<file path="config.mk">
export PLATFORM = sky130hd
export DESIGN_NAME = serial_alu_ctrl_flat
export DESIGN_NICKNAME = d
export VERILOG_FILES = /design/src/rtl/serial_alu_pkg.sv /design/src/rtl/serial_alu_ctrl_if.sv /design/src/rtl/serial_alu_ctrl_alu.sv /design/src/rtl/serial_alu_ctrl.sv /design/src/flat_wrapper.sv
export SDC_FILE = /design/constraint.sdc
export NUM_CORES = 1
export LEC_CHECK = 0
export CAP_MARGIN = 10
export CORE_ASPECT_RATIO = 2
export CORE_MARGIN = 2
export CORE_UTILIZATION = 25
export DETAILED_ROUTE_END_ITERATION = 6
export SKIP_LAST_GASP = 1
export SLEW_MARGIN = 20
export SYNTH_ARGS = -nofsm -noshare
export SYNTH_HDL_FRONTEND = slang
export SYNTH_SLANG_ARGS = --single-unit
</file>
<file path="constraint.sdc">
create_clock -name clk -period 1.8 [get_ports clk]
set_input_delay 0.36 -clock clk [delete_from_list [all_inputs] [get_ports clk]]
set_output_delay 0.36 -clock clk [all_outputs]
set_load 0.02 [all_outputs]
</file>
<file path="src/rtl/serial_alu_pkg.sv">
// Shared opcodes, FSM states and opcode decode for the
// bit-serial ALU controller.
package serial_alu_pkg;

  localparam logic [2:0] OP_ADD  = 3'b000;
  localparam logic [2:0] OP_SUB  = 3'b001;
  localparam logic [2:0] OP_AND  = 3'b010;
  localparam logic [2:0] OP_OR   = 3'b011;
  localparam logic [2:0] OP_NOR  = 3'b100;
  localparam logic [2:0] OP_SLTU = 3'b101;

  typedef enum logic [1:0] {
    S_IDLE = 2'd0,
    S_RUN  = 2'd1,
    S_DONE = 2'd2
  } state_e;

  // ctrl = {ainv, binv, sel1, sel0}
  typedef struct packed {
    logic [3:0] ctrl;
    logic       cin;
    logic       legal;
  } op_dec_t;

  function automatic op_dec_t op_decode(
    input logic [2:0] op
  );
    op_dec_t d;
    d = '{ctrl: 4'b0000, cin: 1'b0, legal: 1'b0};
    unique case (op)
      OP_ADD:  d = '{4'b0010, 1'b0, 1'b1};
      OP_SUB:  d = '{4'b0110, 1'b1, 1'b1};
      OP_AND:  d = '{4'b0000, 1'b0, 1'b1};
      OP_OR:   d = '{4'b0001, 1'b0, 1'b1};
      OP_NOR:  d = '{4'b1100, 1'b0, 1'b1};
      OP_SLTU: d = '{4'b0111, 1'b1, 1'b1};
      default: d = '{4'b0000, 1'b0, 1'b0};
    endcase
    return d;
  endfunction

endpackage

</file>
<file path="src/rtl/serial_alu_ctrl_if.sv">
// Request/response bundle between a requester and
// the serial ALU controller.
interface serial_alu_ctrl_if #(
  parameter int WIDTH = 8
);
  logic             start;
  logic [2:0]       op;
  logic [WIDTH-1:0] a;
  logic [WIDTH-1:0] b;
  logic             busy;
  logic             done;
  logic [WIDTH-1:0] result;
  logic             cout;
  logic             zero;
  logic             err;

  modport master (
    output start, op, a, b,
    input  busy, done, result, cout, zero, err
  );

  modport slave (
    input  start, op, a, b,
    output busy, done, result, cout, zero, err
  );
endinterface

</file>
<file path="src/rtl/serial_alu_ctrl_alu.sv">
// Combinational 1-bit ALU slice: AND, OR, ADD and
// pass-through of the less input, with optional inversion.
module alu (
  input  logic       a_i,
  input  logic       b_i,
  input  logic       ainvert_i,
  input  logic       binvert_i,
  input  logic [1:0] op_i,
  input  logic       cin_i,
  input  logic       less_i,
  output logic       result_o,
  output logic       cout_o
);
  logic ai;
  logic bi;
  logic sum;

  assign ai  = a_i ^ ainvert_i;
  assign bi  = b_i ^ binvert_i;
  assign sum = ai ^ bi ^ cin_i;
  assign cout_o = (ai & bi) | (ai & cin_i) |
                  (bi & cin_i);

  always_comb begin
    result_o = 1'b0;
    unique case (op_i)
      2'b00: result_o = ai & bi;
      2'b01: result_o = ai | bi;
      2'b10: result_o = sum;
      2'b11: result_o = less_i;
      default: result_o = 1'b0;
    endcase
  end
endmodule

</file>
<file path="src/rtl/serial_alu_ctrl.sv">
// Sequences the 1-bit alu slice over WIDTH cycles, LSB
// first, with start/busy/done handshake.
module serial_alu_ctrl
  import serial_alu_pkg::*;
#(
  parameter int WIDTH = 8
) (
  input  logic           clk,
  input  logic           reset,
  serial_alu_ctrl_if.slave bus
);
  localparam int CW = $clog2(WIDTH);

  state_e           state_q, state_d;
  logic [WIDTH-1:0] a_sh_q, a_sh_d;
  logic [WIDTH-1:0] b_sh_q, b_sh_d;
  logic [WIDTH-1:0] r_sh_q, r_sh_d;
  logic [WIDTH-1:0] res_q, res_d;
  logic [CW-1:0]    cnt_q, cnt_d;
  logic [3:0]       ctrl_q, ctrl_d;
  logic             carry_q, carry_d;
  logic             cout_q, cout_d;
  logic             zero_q, zero_d;
  logic             err_q, err_d;

  op_dec_t          dec;
  logic             s_res;
  logic             s_cout;
  logic             last;
  logic [WIDTH-1:0] r_next;
  logic [WIDTH-1:0] final_res;

  assign dec = op_decode(bus.op);

  alu u_alu (
    .a_i       (a_sh_q[0]),
    .b_i       (b_sh_q[0]),
    .ainvert_i (ctrl_q[3]),
    .binvert_i (ctrl_q[2]),
    .op_i      (ctrl_q[1:0]),
    .cin_i     (carry_q),
    .less_i    (1'b0),
    .result_o  (s_res),
    .cout_o    (s_cout)
  );

  assign last   = (cnt_q == CW'(WIDTH - 1));
  assign r_next = {s_res, r_sh_q[WIDTH-1:1]};

  // SLTU: no borrow out of a-b means a >= b
  assign final_res = (ctrl_q[1:0] == 2'b11)
    ? {{(WIDTH-1){1'b0}}, ~s_cout}
    : r_next;

  always_comb begin
    state_d = state_q;
    a_sh_d  = a_sh_q;
    b_sh_d  = b_sh_q;
    r_sh_d  = r_sh_q;
    res_d   = res_q;
    cnt_d   = cnt_q;
    ctrl_d  = ctrl_q;
    carry_d = carry_q;
    cout_d  = cout_q;
    zero_d  = zero_q;
    err_d   = err_q;
    unique case (state_q)
      S_IDLE, S_DONE: begin
        state_d = S_IDLE;
        if (bus.start) begin
          a_sh_d  = bus.a;
          b_sh_d  = bus.b;
          r_sh_d  = '0;
          cnt_d   = '0;
          ctrl_d  = dec.ctrl;
          carry_d = dec.cin;
          err_d   = 1'b0;
          state_d = S_RUN;
          if (!dec.legal) begin
            state_d = S_DONE;
            res_d   = '0;
            cout_d  = 1'b0;
            zero_d  = 1'b1;
            err_d   = 1'b1;
          end
        end
      end
      S_RUN: begin
        a_sh_d  = a_sh_q >> 1;
        b_sh_d  = b_sh_q >> 1;
        r_sh_d  = r_next;
        carry_d = s_cout;
        cnt_d   = cnt_q + 1'b1;
        if (last) begin
          state_d = S_DONE;
          res_d   = final_res;
          cout_d  = ctrl_q[1] & s_cout;
          zero_d  = ~|final_res;
        end
      end
      default: state_d = S_IDLE;
    endcase
  end

  always_ff @(posedge clk or posedge reset) begin
    if (reset) begin
      state_q <= S_IDLE;
      a_sh_q  <= '0;
      b_sh_q  <= '0;
      r_sh_q  <= '0;
      res_q   <= '0;
      cnt_q   <= '0;
      ctrl_q  <= '0;
      carry_q <= 1'b0;
      cout_q  <= 1'b0;
      zero_q  <= 1'b1;
      err_q   <= 1'b0;
    end else begin
      state_q <= state_d;
      a_sh_q  <= a_sh_d;
      b_sh_q  <= b_sh_d;
      r_sh_q  <= r_sh_d;
      res_q   <= res_d;
      cnt_q   <= cnt_d;
      ctrl_q  <= ctrl_d;
      carry_q <= carry_d;
      cout_q  <= cout_d;
      zero_q  <= zero_d;
      err_q   <= err_d;
    end
  end

  assign bus.busy   = (state_q == S_RUN);
  assign bus.done   = (state_q == S_DONE);
  assign bus.result = res_q;
  assign bus.cout   = cout_q;
  assign bus.zero   = zero_q;
  assign bus.err    = err_q;
endmodule

</file>
<file path="src/flat_wrapper.sv">
// flat-port wrapper written by rule: the top's interface ports become plain ports
module serial_alu_ctrl_flat import serial_alu_pkg::*;
#(
  parameter int WIDTH = 8
)
  (clk, reset, bus_start, bus_op, bus_a, bus_b, bus_busy, bus_done, bus_result, bus_cout, bus_zero, bus_err);
  serial_alu_ctrl_if #(.WIDTH(WIDTH)) bus_i ();
  input  logic clk;
  input  logic reset;
  input wire logic [$bits(bus_i.start)-1:0] bus_start;
  input wire logic [$bits(bus_i.op)-1:0] bus_op;
  input wire logic [$bits(bus_i.a)-1:0] bus_a;
  input wire logic [$bits(bus_i.b)-1:0] bus_b;
  output wire logic [$bits(bus_i.busy)-1:0] bus_busy;
  output wire logic [$bits(bus_i.done)-1:0] bus_done;
  output wire logic [$bits(bus_i.result)-1:0] bus_result;
  output wire logic [$bits(bus_i.cout)-1:0] bus_cout;
  output wire logic [$bits(bus_i.zero)-1:0] bus_zero;
  output wire logic [$bits(bus_i.err)-1:0] bus_err;
  assign bus_i.start = bus_start;
  assign bus_i.op = bus_op;
  assign bus_i.a = bus_a;
  assign bus_i.b = bus_b;
  assign bus_busy = bus_i.busy;
  assign bus_done = bus_i.done;
  assign bus_result = bus_i.result;
  assign bus_cout = bus_i.cout;
  assign bus_zero = bus_i.zero;
  assign bus_err = bus_i.err;
  serial_alu_ctrl #(.WIDTH(WIDTH)) u_core (.clk(clk), .reset(reset), .bus(bus_i));
endmodule
</file>
Yosys cells after proc, flatten, opt, wreduce, memory -nomap -nowiden
Index checks and enable logic that the tools add are counted.

storage, ports and cells
  register bits = 45
  logic and storage cells = 78

operators by class
  $add $sub $neg = 1
  eq/ne operators = 14
  mux-type cells = 30
  bitwise gates (word level) = 12
  reductions and logical operators = 10

operators with widths
  cell                                                                   count
  8-bit one-hot mux with 2 select lines                                  4
  8-bit two-way mux                                                      7
  6-bit one-hot mux with 6 select lines                                  1
  3-bit equality test, second input constant                             3
  1-bit two-way mux                                                      8
  8-bit OR reduction                                                     1
  2-bit equality test, second input constant                             3
  3-bit by 2-bit equality test with 1-bit output, second input constant  2
  2-bit two-way mux                                                      3
  1-bit one-hot mux with 2 select lines                                  3
  3-bit one-hot mux with 2 select lines                                  1
  1-bit AND                                                              4
  2-bit by 1-bit equality test with 1-bit output, second input constant  2
  2-bit logical NOT                                                      2
  2-bit inequality test, second input constant                           2
  1-bit one-hot mux with 4 select lines                                  1
  2-bit one-hot mux with 2 select lines                                  1
  2-bit AND reduction                                                    2
  4-bit AND reduction                                                    1
  1-bit XOR                                                              4
  3-bit by 1-bit adder with 3-bit output, second input constant          1
  3-bit by 1-bit equality test with 1-bit output, second input constant  1
  3-bit logical NOT                                                      1
  3-bit two-way mux                                                      1
  6 further kinds                                                        8

Longest topological paths before layout
Gate-level depths: netlist of the first run.

  depth in word-level cells = 10
  mapped depth = 7
  mapped depth without buffers = 7

Modules after synthesis
Synthesis of the first run repeated with hierarchy kept, for this count alone.

unflattened totals
  cells, all modules = 175
  area total of the unflattened synthesis = 1955.6 sq um

modules (own cells, without submodules)
  module           instances  cells an instance  area an instance (sq um)
  serial_alu_ctrl  1          166                1859.3
  alu              1          9                  96.3

Worst setup path after synthesis of the first run
No wires, ideal clock.

  path type = reg2reg
  start = register u_core.ctrl_q[3]
  end = register u_core.zero_q (netlist: u_core.bus.zero)
  data arrival time = 1.483 ns
  setup slack = 0.238 ns
  stages on the path, launching flop included = 7
  buffers on the path = 0
  period minus slack after synthesis = 1.562 ns
  path through = dfrtp_1 xor2_1 inv_1 fa_1 o32ai_1 nand3_1 o211a_1

between the ends
  longest elaborated chain between the ends = 10
  elaborated cells between the ends (all ways) = 15
  those cells by class = mux: 4; bitwise: 9; reduce/logical: 2

RTL lines
  item                                                                                           line                       text
  from (decl)                                                                                    serial_alu_ctrl.sv:20      logic [3:0] ctrl_q, ctrl_d;
  from (signal assigned)                                                                         serial_alu_ctrl.sv:125     ctrl_q <= ctrl_d;
  1-bit XOR (*)                                                                                  serial_alu_ctrl_alu.sv:18  assign ai = a_i ^ ainvert_i;
  parallel branches: the longest is 4 deep, another holds 1-bit one-hot mux with 4 select lines  --
  8-bit two-way mux (*)                                                                          serial_alu_ctrl.sv:52      ? {{(WIDTH-1){1'b0}}, ~s_cout}
  8-bit OR reduction (*)                                                                         serial_alu_ctrl.sv:98      zero_d = ~|final_res;
  1-bit logical NOT (*)                                                                          serial_alu_ctrl.sv:98
  1-bit two-way mux (*)                                                                          serial_alu_ctrl.sv:94      if (last) begin
  1-bit one-hot mux with 2 select lines (*)                                                      serial_alu_ctrl.sv:67      unique case (state_q)
  to (signal assigned)                                                                           serial_alu_ctrl.sv:128     zero_q <= zero_d;
  to (decl)                                                                                      serial_alu_ctrl.sv:23      logic zero_q, zero_d;

Every way passes the cells marked *. The select of a mux whose other input is x is not followed.
A chain may end at the register's enable or synchronous reset.

Worst setup path in the final report of the first run
  start = register u_core.a_sh_q[0]
  end = register u_core.r_sh_q[7]

between the ends
  longest elaborated chain between the ends = 5
  elaborated cells between the ends (all ways) = 7
  those cells by class = mux: 2; bitwise: 5

RTL lines
  item                                       line                       text
  from (decl)                                serial_alu_ctrl.sv:15      logic [WIDTH-1:0] a_sh_q, a_sh_d;
  from (signal assigned)                     serial_alu_ctrl.sv:120     a_sh_q <= a_sh_d;
  1-bit XOR (*)                              serial_alu_ctrl_alu.sv:18
  1-bit XOR (2 in a row)                     serial_alu_ctrl_alu.sv:20  assign sum = ai ^ bi ^ cin_i;
  1-bit one-hot mux with 4 select lines (*)  serial_alu_ctrl_alu.sv:26  unique case (op_i)
  8-bit one-hot mux with 2 select lines (*)  serial_alu_ctrl.sv:67
  to (signal assigned)                       serial_alu_ctrl.sv:122     r_sh_q <= r_sh_d;
  to (decl)                                  serial_alu_ctrl.sv:17      logic [WIDTH-1:0] r_sh_q, r_sh_d;

Mark *: on every way between the ends. The rest lies on a longest branch, timed or not.

==> results of run 1 <==
worst register-to-register path, stage by stage, from the launching register on:
cell and delay [ps]:
dfrtp_1 390, xor2_1 220, inv_1 120, fa_1 540, o32ai_2 90, buf_4 150
a22o_1 160
power groups by stage:
stage	logic (uW)	clock network (uW)	registers (uW)
global route	2310	964	1810
global placement	2000	0	1760
finish	2070	902	1760
floorplan	1260	0	1800
CTS	2080	928	1760
detailed placement	2040	0	1770
routing by layer:
layer | GRT usage | up-vias
met5 | 0 | -
met4 | 0.0720 | 0
met2 | 0.199 | 39
met3 | 0.0172 | 6
met1 | 0.133 | 752
li1 | - | 754
state kept, by name, summed over array words and instances, names as in the netlist:
signal and flops:
u_core.a_sh_q 8, u_core.b_sh_q 8, u_core.bus.cout 1, u_core.bus.err 1, u_core.bus.result 8, u_core.bus.zero 1, u_core.carry_q 1, u_core.cnt_q 3
u_core.ctrl_q 4, u_core.r_sh_q 7, u_core.state_q 2
path summary, 6_finish.rpt:
kind | slack (ps) | endpoint | startpoint | depth (start not counted)
min in group clk | 480 | u_core.bus.cout | u_core.bus.cout | 2
min reg2reg | 480 | u_core.bus.cout | u_core.bus.cout | 2
min | 440 | u_core.a_sh_q[3] | reset | 3
max reg2reg | 30 | u_core.r_sh_q[7] | u_core.a_sh_q[0] | 6
max | 30 | u_core.r_sh_q[7] | u_core.a_sh_q[0] | 6
max in group asynchronous | 1080 | u_core.bus.zero | reset | 3
synthesized netlist by cell type (all sizes together):
library cell,number
o211a,1
nand3,5
o41ai,1
a22o,15
nor3,1
nand2,46
nor2,18
a211o,1
a21oi,1
nor3b,1
nor4,1
fa,1
o21ai,8
dfrtp,43
a32oi,1
ha,4
buf,8
nor2b,2
o2111ai,1
o31ai,2
a31oi,14
inv,7
clkbuf,4
nand2b,3
o32ai,1
mux2i,1
and2,1
dfstp,1
xnor2,1
xor2,2
layout make-up:
class,count,area (um2)
Sequential cell,44,1100
Timing Repair Buffer,45,448
Tap cell,94,118
Inverter,7,28.8
Multi-Input combinational cell,133,790
Fill cell,801,5020
Clock buffer,8,146
stage by stage:
stage          power, uW  setup WS [ps]
5_1_grt             5090          -47.2
3_5_place_dp        3810          -29.1
6_report            4730           31.1
2_1_floorplan       3060            238
3_3_place_gp        3760           22.2
4_1_cts             4770           10.1
kinds of logic after synthesis:
group	share of synthesized area
XOR/XNOR	0.0133
AO/OA/AOI/OAI	0.178
multiplexers	0.00506
buffers and inverters	0.0480
adder cells (fa/ha/maj)	0.0354
AND/OR/NAND/NOR	0.164
flip-flops	0.557
repair_timing:
action | 4_1_cts | 5_1_grt
pin swaps | 0 | 1
setup buffers | 0 | 1
resized for setup | 3 | 1
setup endpoints to repair | 4 | 3
hold endpoints to repair | 0 | 0
hold buffers | 0 | 0
==> impl_metrics.env, run 1 <==
export IMPL_core_area_mm2=0.00766
export IMPL_antenna_found_initial=0
export IMPL_wirelength_met1_um=1720
export IMPL_switchingPower_uw=1770
export IMPL_ant_nets=0
export IMPL_worst_path_buf_inv=2
export IMPL_antennaDiodeCount=0
export IMPL_power_leakage_uw=0.00120
export IMPL_rows=45
export IMPL_fmax_ghz=0.565
export IMPL_grt_pass1_vias=1583
export IMPL_clk_pin_slew_ps=60
export IMPL_critPathMaxFanout=2
export IMPL_syn_avg_cell_area_um2=10.1
export IMPL_drt_iter0_drc=81
export IMPL_end_kind="register"
export IMPL_ys_types=34
export IMPL_routed_via_count=1551
export IMPL_layout_commonest_cell="nand2_1"
export IMPL_status="finished clean"
export IMPL_finalNonFillerCells=331
export IMPL_dp_cells=322
export IMPL_hold_path_class="primary input to async pin"
export IMPL_dr_max_layer_used="met4"
export IMPL_cts_buffers=5
export IMPL_crit_type="register to register"
export IMPL_synth_area_top_cells="dfrtp_1 (54%), nand2_1 (8.7%), a22o_1 (6.6%)"
export IMPL_synth_seq_cells=44
export IMPL_drc_errors=0
export IMPL_p_int_uw=2960
export IMPL_io_buffers=34
export IMPL_tightest_slew_ps=421
export IMPL_cp_required_ps=1980
export IMPL_finalSetupTns_ps=0
export IMPL_via_per_inst=4.69
export IMPL_syn_nets=223
export IMPL_slowest_delay_ps=540
export IMPL_layout_nets=263
export IMPL_dr_wl_met3_um=139
export IMPL_timing_final_crit_period_ps=1770
export IMPL_die_h_um=130
export IMPL_postPlaceCellArea_mm2=0.00247
export IMPL_dieArea_mm2=0.00869
export IMPL_start_kind="register"
export IMPL_fin_skew_ps=4.33
export IMPL_area_growth_pct=33.0
export IMPL_yosysSeqAreaShare=0.557
export IMPL_setup_viol=0
export IMPL_final_core_util=0.344
export IMPL_yosysWarnings=0
export IMPL_crit_chain="xor2_1, inv_1, fa_1, o32ai_2, buf_4, a22o_1"
export IMPL_start_util=0.258
export IMPL_powerDensity_mw_per_mm2=1800
export IMPL_cts_root_buf="clkbuf_16"
export IMPL_overflow=0
export IMPL_yosysTopAreaCell="dfrtp_1"
export IMPL_hold_viol=0
export IMPL_htree_levels=2
export IMPL_clock_sinks=44
export IMPL_max_slew_margin_rel=0.719
export IMPL_ir_drop_uv=448
export IMPL_clockBufferDepth=2
export IMPL_dp_hpwl_um=3280
export IMPL_wl_per_cell_um=13.6
export IMPL_p_comb_frac=0.438
export IMPL_rsz0062_at_grt="true"
export IMPL_dr_pass1_iters=5
export IMPL_synth_top_area_share=0.544
export IMPL_pwr_share_seq=0.371
export IMPL_slew_violations=0
export IMPL_period_share=0.983
export IMPL_power_switching_share=0.374
export IMPL_p_clk_frac=0.191
export IMPL_drive_gt1_frac=0.0928
export IMPL_clk_insertion_delay_late_ps=290
export IMPL_gp_congestion=0.751
export IMPL_path_delay_family="adder cells"
export IMPL_wirelength_um=4500
export IMPL_dieWidth_um=66.9
export IMPL_timing_hold_ws_ps=442
export IMPL_grt_pass1_wl_um=7620
export IMPL_io_pins=35
export IMPL_synth_area_mm2=0.00198
export IMPL_max_cap_violations=0
export IMPL_final_cell_area_mm2=0.00263
export IMPL_cp_slowest_cell="fa_1"
export IMPL_worstPathArrival_ps=1940
export IMPL_syn_inst=196
export IMPL_cts_tree="done"
export IMPL_met2_length_um=2510
export IMPL_final_cell_mix="nand2_1 (46), dfrtp_1 (43), clkdlybuf4s50_1 (31)"
export IMPL_track_usage=0.117
export IMPL_grt_max_degree=45
Power figures use the tool's default switching activity.
==> run 2, diff against run 1 <==
--- a/config.mk
+++ b/config.mk
@@ -10,6 +10,7 @@
 export CORE_MARGIN = 2
 export CORE_UTILIZATION = 25
 export DETAILED_ROUTE_END_ITERATION = 6
+export PLACE_DENSITY = 0.41
 export SKIP_LAST_GASP = 1
 export SLEW_MARGIN = 20
 export SYNTH_ARGS = -nofsm -noshare
==> constraint.sdc (replaced) <==
create_clock -name clk -period 1.6 [get_ports clk]
set_input_delay 0.32 -clock clk [delete_from_list [all_inputs] [get_ports clk]]
set_output_delay 0.32 -clock clk [all_outputs]
set_load 0.02 [all_outputs]
==> run 2 against run 1 <==
Against the previous run: the flow now finishes with violations (setup timing); register-to-register slack worse by 140 ps; critical path depth did not move; combinational power increased by 18%; die area is the same; setup slack worse by 140 ps.
==> impl_metrics.env, run 2 (synthesis results as in run 1) <==
export IMPL_status="finished, violations left"
export IMPL_violations="setup timing"
export IMPL_hold_viol=0
export IMPL_regArea_mm2=0.00110
export IMPL_die_h_um=130
export IMPL_hold_path_class="primary input to async pin"
export IMPL_cts_buffers=5
export IMPL_use_met3=0.0284
export IMPL_setup_slack_ps=-108
export IMPL_slowest_delay_ps=520
export IMPL_grt_pass1_wl_um=7950
export IMPL_io_buffers=34
export IMPL_max_cap_violations=0
export IMPL_core_area_mm2=0.00766
export IMPL_htree_levels=2
export IMPL_setup_viol=2
export IMPL_cts_tree="done"
export IMPL_postPlaceCellArea_mm2=0.00252
export IMPL_drc_errors=0
export IMPL_dr_pass1_iters=4
export IMPL_rows=45
export IMPL_critPathMaxFanout=2
export IMPL_drt_iter0_drc=46
export IMPL_crit_type="register to register"
export IMPL_gp_congestion=0.732
export IMPL_via_per_inst=4.68
export IMPL_period_share=1.07
export IMPL_finalNonFillerCells=337
export IMPL_fillCellCount=849
export IMPL_ir_drop_uv=813
export IMPL_antennaDiodeCount=0
export IMPL_final_core_util=0.356
export IMPL_dieArea_mm2=0.00869
export IMPL_overflow=0
export IMPL_timing_hold_ws_ps=377
export IMPL_powerDensity_mw_per_mm2=2010
export IMPL_area_growth_pct=37.9
export IMPL_layout_commonest_cell="nand2_1"
export IMPL_start_kind="register"
export IMPL_wl_per_cell_um=14.9
export IMPL_switchingPower_uw=2090
export IMPL_rsz0062_at_grt="true"
export IMPL_wirelength_um=5010
export IMPL_track_usage=0.127
export IMPL_grt_use_met2=0.209
export IMPL_crit_chain="xor2_2, inv_2, fa_1, o32ai_2, buf_4, a22o_1"
export IMPL_slew_violations=0
export IMPL_timing_final_crit_period_ps=1710
export IMPL_routed_via_count=1576
export IMPL_p_comb_frac=0.445
export IMPL_clock_sinks=44
export IMPL_final_cell_mix="nand2_1 (46), dfrtp_1 (43), clkdlybuf4s50_1 (23)"
export IMPL_cp_required_ps=1780
export IMPL_dp_hpwl_um=3480
export IMPL_start_util=0.258
export IMPL_worst_path_buf_inv=2
export IMPL_cts_root_buf="clkbuf_16"
export IMPL_tightest_slew_ps=371
export IMPL_path_delay_family="adder cells"
export IMPL_p_int_uw=3390
export IMPL_worstPathArrival_ps=1890
export IMPL_ant_nets=0
export IMPL_layout_nets=269
export IMPL_power_switching_share=0.381
export IMPL_end_kind="register"
export IMPL_grt_pass1_vias=1566
export IMPL_io_pins=35
export IMPL_grt_max_degree=45
export IMPL_cp_slowest_cell="fa_1"
export IMPL_cts_hold_buf=0
export IMPL_fin_skew_ps=4.54
export IMPL_dp_cells=329
export IMPL_power_leakage_uw=0.00133
export IMPL_clk_insertion_delay_late_ps=290
export IMPL_pwr_share_seq=0.363
export IMPL_dieWidth_um=66.9
export IMPL_met1_usage=0.146
export IMPL_final_cell_area_mm2=0.00273
export IMPL_clk_pin_slew_ps=60
export IMPL_p_clk_frac=0.192
export IMPL_max_slew_margin_rel=0.749
export IMPL_fmax_ghz=0.585
export IMPL_clockBufferDepth=2
export IMPL_multi_input_comb_area_um2=825
export IMPL_top_usage_layer="met2"
export IMPL_antenna_found_initial=0
export IMPL_drive_gt1_frac=0.156
==> run 2: area by class of cell <==
type,instances,share of cell area
sequential,44,0.404
clock inverter,2,0.00550
inverter,7,0.0105
tap,94,0.0431
clock buffer,6,0.0509
multi-input combinational,133,0.302
timing repair buffer,51,0.184
==> run 2: worst paths after layout <==
path                       slack (ps)  cells after the start        startpoint                to
hold reg to reg                   480                      2   u_core.bus.cout   u_core.bus.cout
max in group asynchronous         940                      3             reset   u_core.bus.zero
setup reg to reg                 -110                      6  u_core.ctrl_q[3]  u_core.r_sh_q[7]
hold / removal                    380                      3             reset  u_core.a_sh_q[7]
min in group clk                  480                      2   u_core.bus.cout   u_core.bus.cout
setup / recovery                 -110                      6  u_core.ctrl_q[3]  u_core.r_sh_q[7]
==> run 2: timing repair <==
| item | CTS | global route |
|---|---|---|
| resized for setup | 7 | 16 |
| setup buffers | 1 | 1 |
| setup endpoints to repair | 10 | 26 |
| pin swaps | 2 | 2 |
==> run 2: per-stage QoR <==
stage | setup slack, ps | power [uW] | TNS [ps]
detailed placement | -170 | 4390 | -1920
floorplan | 38.1 | 3440 | 0
finish | -108 | 5490 | -139
global route | -172 | 5950 | -514
CTS | -95.6 | 5550 | -120
global placement | -214 | 4370 | -1980
==> run 2: layer usage <==
metal | part of all wire | wire, um | vias to the layer above
met5 | 0 | 0 | -
met4 | 0.033 | 166 | 0
met3 | 0.032 | 160 | 10
met2 | 0.52 | 2630 | 25
met1 | 0.41 | 2050 | 773
li1 | - | - | 768
==> run 2: tightest hold or removal path: stages <==
cell and delay (ps):
clkdlybuf4s50_1 400, clkinv_1 70, buf_12 240
==> run 2: power by group through the flow <==
stage	clock (uW)	combinational, uW	sequential [uW]
final	1060	2440	1990
after global routing	1160	2730	2070
after CTS	1110	2460	1990
after detailed placement	0	2390	2000
after global placement	0	2380	1990
after floorplan	0	1410	2030
==> run 3, diff against run 2 <==
--- a/config.mk
+++ b/config.mk
@@ -7,7 +7,6 @@
 export LEC_CHECK = 0
 export CAP_MARGIN = 10
 export CORE_ASPECT_RATIO = 2
-export CORE_MARGIN = 2
 export CORE_UTILIZATION = 25
 export DETAILED_ROUTE_END_ITERATION = 6
 export PLACE_DENSITY = 0.41
==> run 3 against run 2 <==
Against the previous run: the flow still finishes with violations (setup timing); die area fell by 4.5%; sequential power barely moved; via count rose by 0.44%; clock skew rose by 0.75 ps; critical path depth did not move; core utilization rose by 1.1 points; non-clock buffer count rose by 5; sequential share of layout area fell by 0.87 points; critical endpoint unchanged; largest cell class unchanged; highest routed layer unchanged.
==> impl_metrics.env, run 3 (synthesis results as in run 1) <==
export IMPL_status="finished, violations left"
export IMPL_violations="setup timing"
export IMPL_layout_nets=274
export IMPL_ant_nets=0
export IMPL_final_cell_area_mm2=0.00279
export IMPL_ir_drop_uv=906
export IMPL_dp_cells=332
export IMPL_cts_hold_buf=0
export IMPL_wl_per_cell_um=14.1
export IMPL_clock_sinks=44
export IMPL_powerDensity_mw_per_mm2=2050
export IMPL_io_buffers=34
export IMPL_gp_congestion=0.759
export IMPL_clk_insertion_delay_late_ps=290
export IMPL_setup_viol=2
export IMPL_max_cap_violations=0
export IMPL_cp_required_ps=1770
export IMPL_area_growth_pct=40.9
export IMPL_setup_slack_ps=-83.8
export IMPL_dieWidth_um=64.9
export IMPL_via_per_inst=4.63
export IMPL_grt_max_degree=45
export IMPL_antenna_found_initial=0
export IMPL_clockBufferDepth=2
export IMPL_fin_skew_ps=5.29
export IMPL_max_slew_margin_rel=0.765
export IMPL_drc_errors=0
export IMPL_track_usage=0.135
export IMPL_grt_pass1_wl_um=8290
export IMPL_rows=45
export IMPL_fmax_ghz=0.594
export IMPL_io_pins=35
export IMPL_drt_iter0_drc=50
export IMPL_start_util=0.260
export IMPL_clk_pin_slew_ps=60
export IMPL_drive_gt1_frac=0.177
export IMPL_postPlaceCellArea_mm2=0.00253
export IMPL_core_area_mm2=0.00760
export IMPL_timing_final_crit_period_ps=1680
export IMPL_dr_pass1_iters=4
export IMPL_hold_viol=0
export IMPL_die_h_um=128
export IMPL_finalNonFillerCells=342
export IMPL_grt_pass1_vias=1666
export IMPL_antennaDiodeCount=0
export IMPL_dieArea_mm2=0.00830
export IMPL_crit_type="register to register"
export IMPL_dp_hpwl_um=3540
export IMPL_cts_root_buf="clkbuf_16"
export IMPL_worstPathArrival_ps=1860
export IMPL_start_kind="register"
export IMPL_wirelength_um=4830
export IMPL_htree_levels=2
export IMPL_layout_commonest_cell="nand2_1"
export IMPL_cts_tree="done"
export IMPL_routed_via_count=1583
export IMPL_overflow=0
export IMPL_rsz0062_at_grt="true"
export IMPL_dp_slack_ps=-191
export IMPL_end_kind="register"
export IMPL_slew_violations=0
export IMPL_final_cell_mix="nand2_1 (46), dfrtp_1 (43), clkdlybuf4s50_1 (26)"
export IMPL_period_share=1.05
export IMPL_hold_path_class="primary input to async pin"
export IMPL_cts_buffers=5
export IMPL_tightest_slew_ps=347
export IMPL_power_leakage_uw=0.00134
export IMPL_critPathMaxFanout=2
-- run 3: changes by cell type in the layout (fill, tap and decap cells not counted), moves of 2 or more --
| cell | previous run | this run |
|---|---|---|
| buf_4 | 14 | 20 |
| clkdlybuf4s50_1 | 23 | 26 |
| clkinvlp_4 | 2 | 0 |
| dlygate4sd2_1 | 4 | 2 |
-- run 3: power by group --
part	switching [uW]	internal [uW]	total, uW	leakage [uW]
combinational	1300	1230	2530	0.000704
sequential	355	1620	1970	0.000551
clock	438	782	1220	0.0000871
-- run 3: critical path: stages (launching register included) --
cell and delay (ps):
dfrtp_1 400, xor2_2 200, inv_2 70, fa_1 520, o32ai_2 80, buf_4 140
a22o_1 170
-- run 3: through the flow --
step / TNS [ps] / total power [uW] / utilization / hold slack, ps
final: -112 / 5730 / 0.367 / 372
after floorplan: 0 / 3440 / - / 420
after global routing: -543 / 6200 / 0.367 / 406
after detailed placement: -2850 / 4470 / 0.333 / 475
after global placement: -2130 / 4430 / 0.333 / 467
after CTS: -306 / 5770 / 0.360 / 385
-- run 3: final cells by class --
cell class | instances | area [um2]
tap | 94 | 118
sequential | 44 | 1100
fill | 811 | 4810
clock buffer | 6 | 139
inverter | 7 | 28.8
timing repair buffer | 56 | 536
multi-input combinational | 133 | 827
clock inverter | 2 | 38.8
-- run 3: routing by layer --
metal,wire length [um],vias to the layer above,track usage
met5,0,-,0
met2,2690,27,0.238
met4,175,0,0.0837
met1,1850,773,0.142
li1,-,773,-
met3,111,10,0.0302
-- run 3: worst paths after layout --
path | slack [ps] | to | from | depth (start not counted)
min | 370 | u_core.a_sh_q[7] | reset | 3
min reg2reg | 470 | u_core.bus.result[5] | u_core.bus.result[5] | 2
max in group asynchronous | 960 | u_core.bus.zero | reset | 3
max reg2reg | -80 | u_core.r_sh_q[7] | u_core.ctrl_q[3] | 6
max | -80 | u_core.r_sh_q[7] | u_core.ctrl_q[3] | 6
min in group clk | 470 | u_core.bus.result[5] | u_core.bus.result[5] | 2
-- run 3: timing repair --
action	in CTS	in global routing
resized for setup	6	14
pin swaps	3	4
buffers inserted	2	2
setup endpoints to repair	8	29
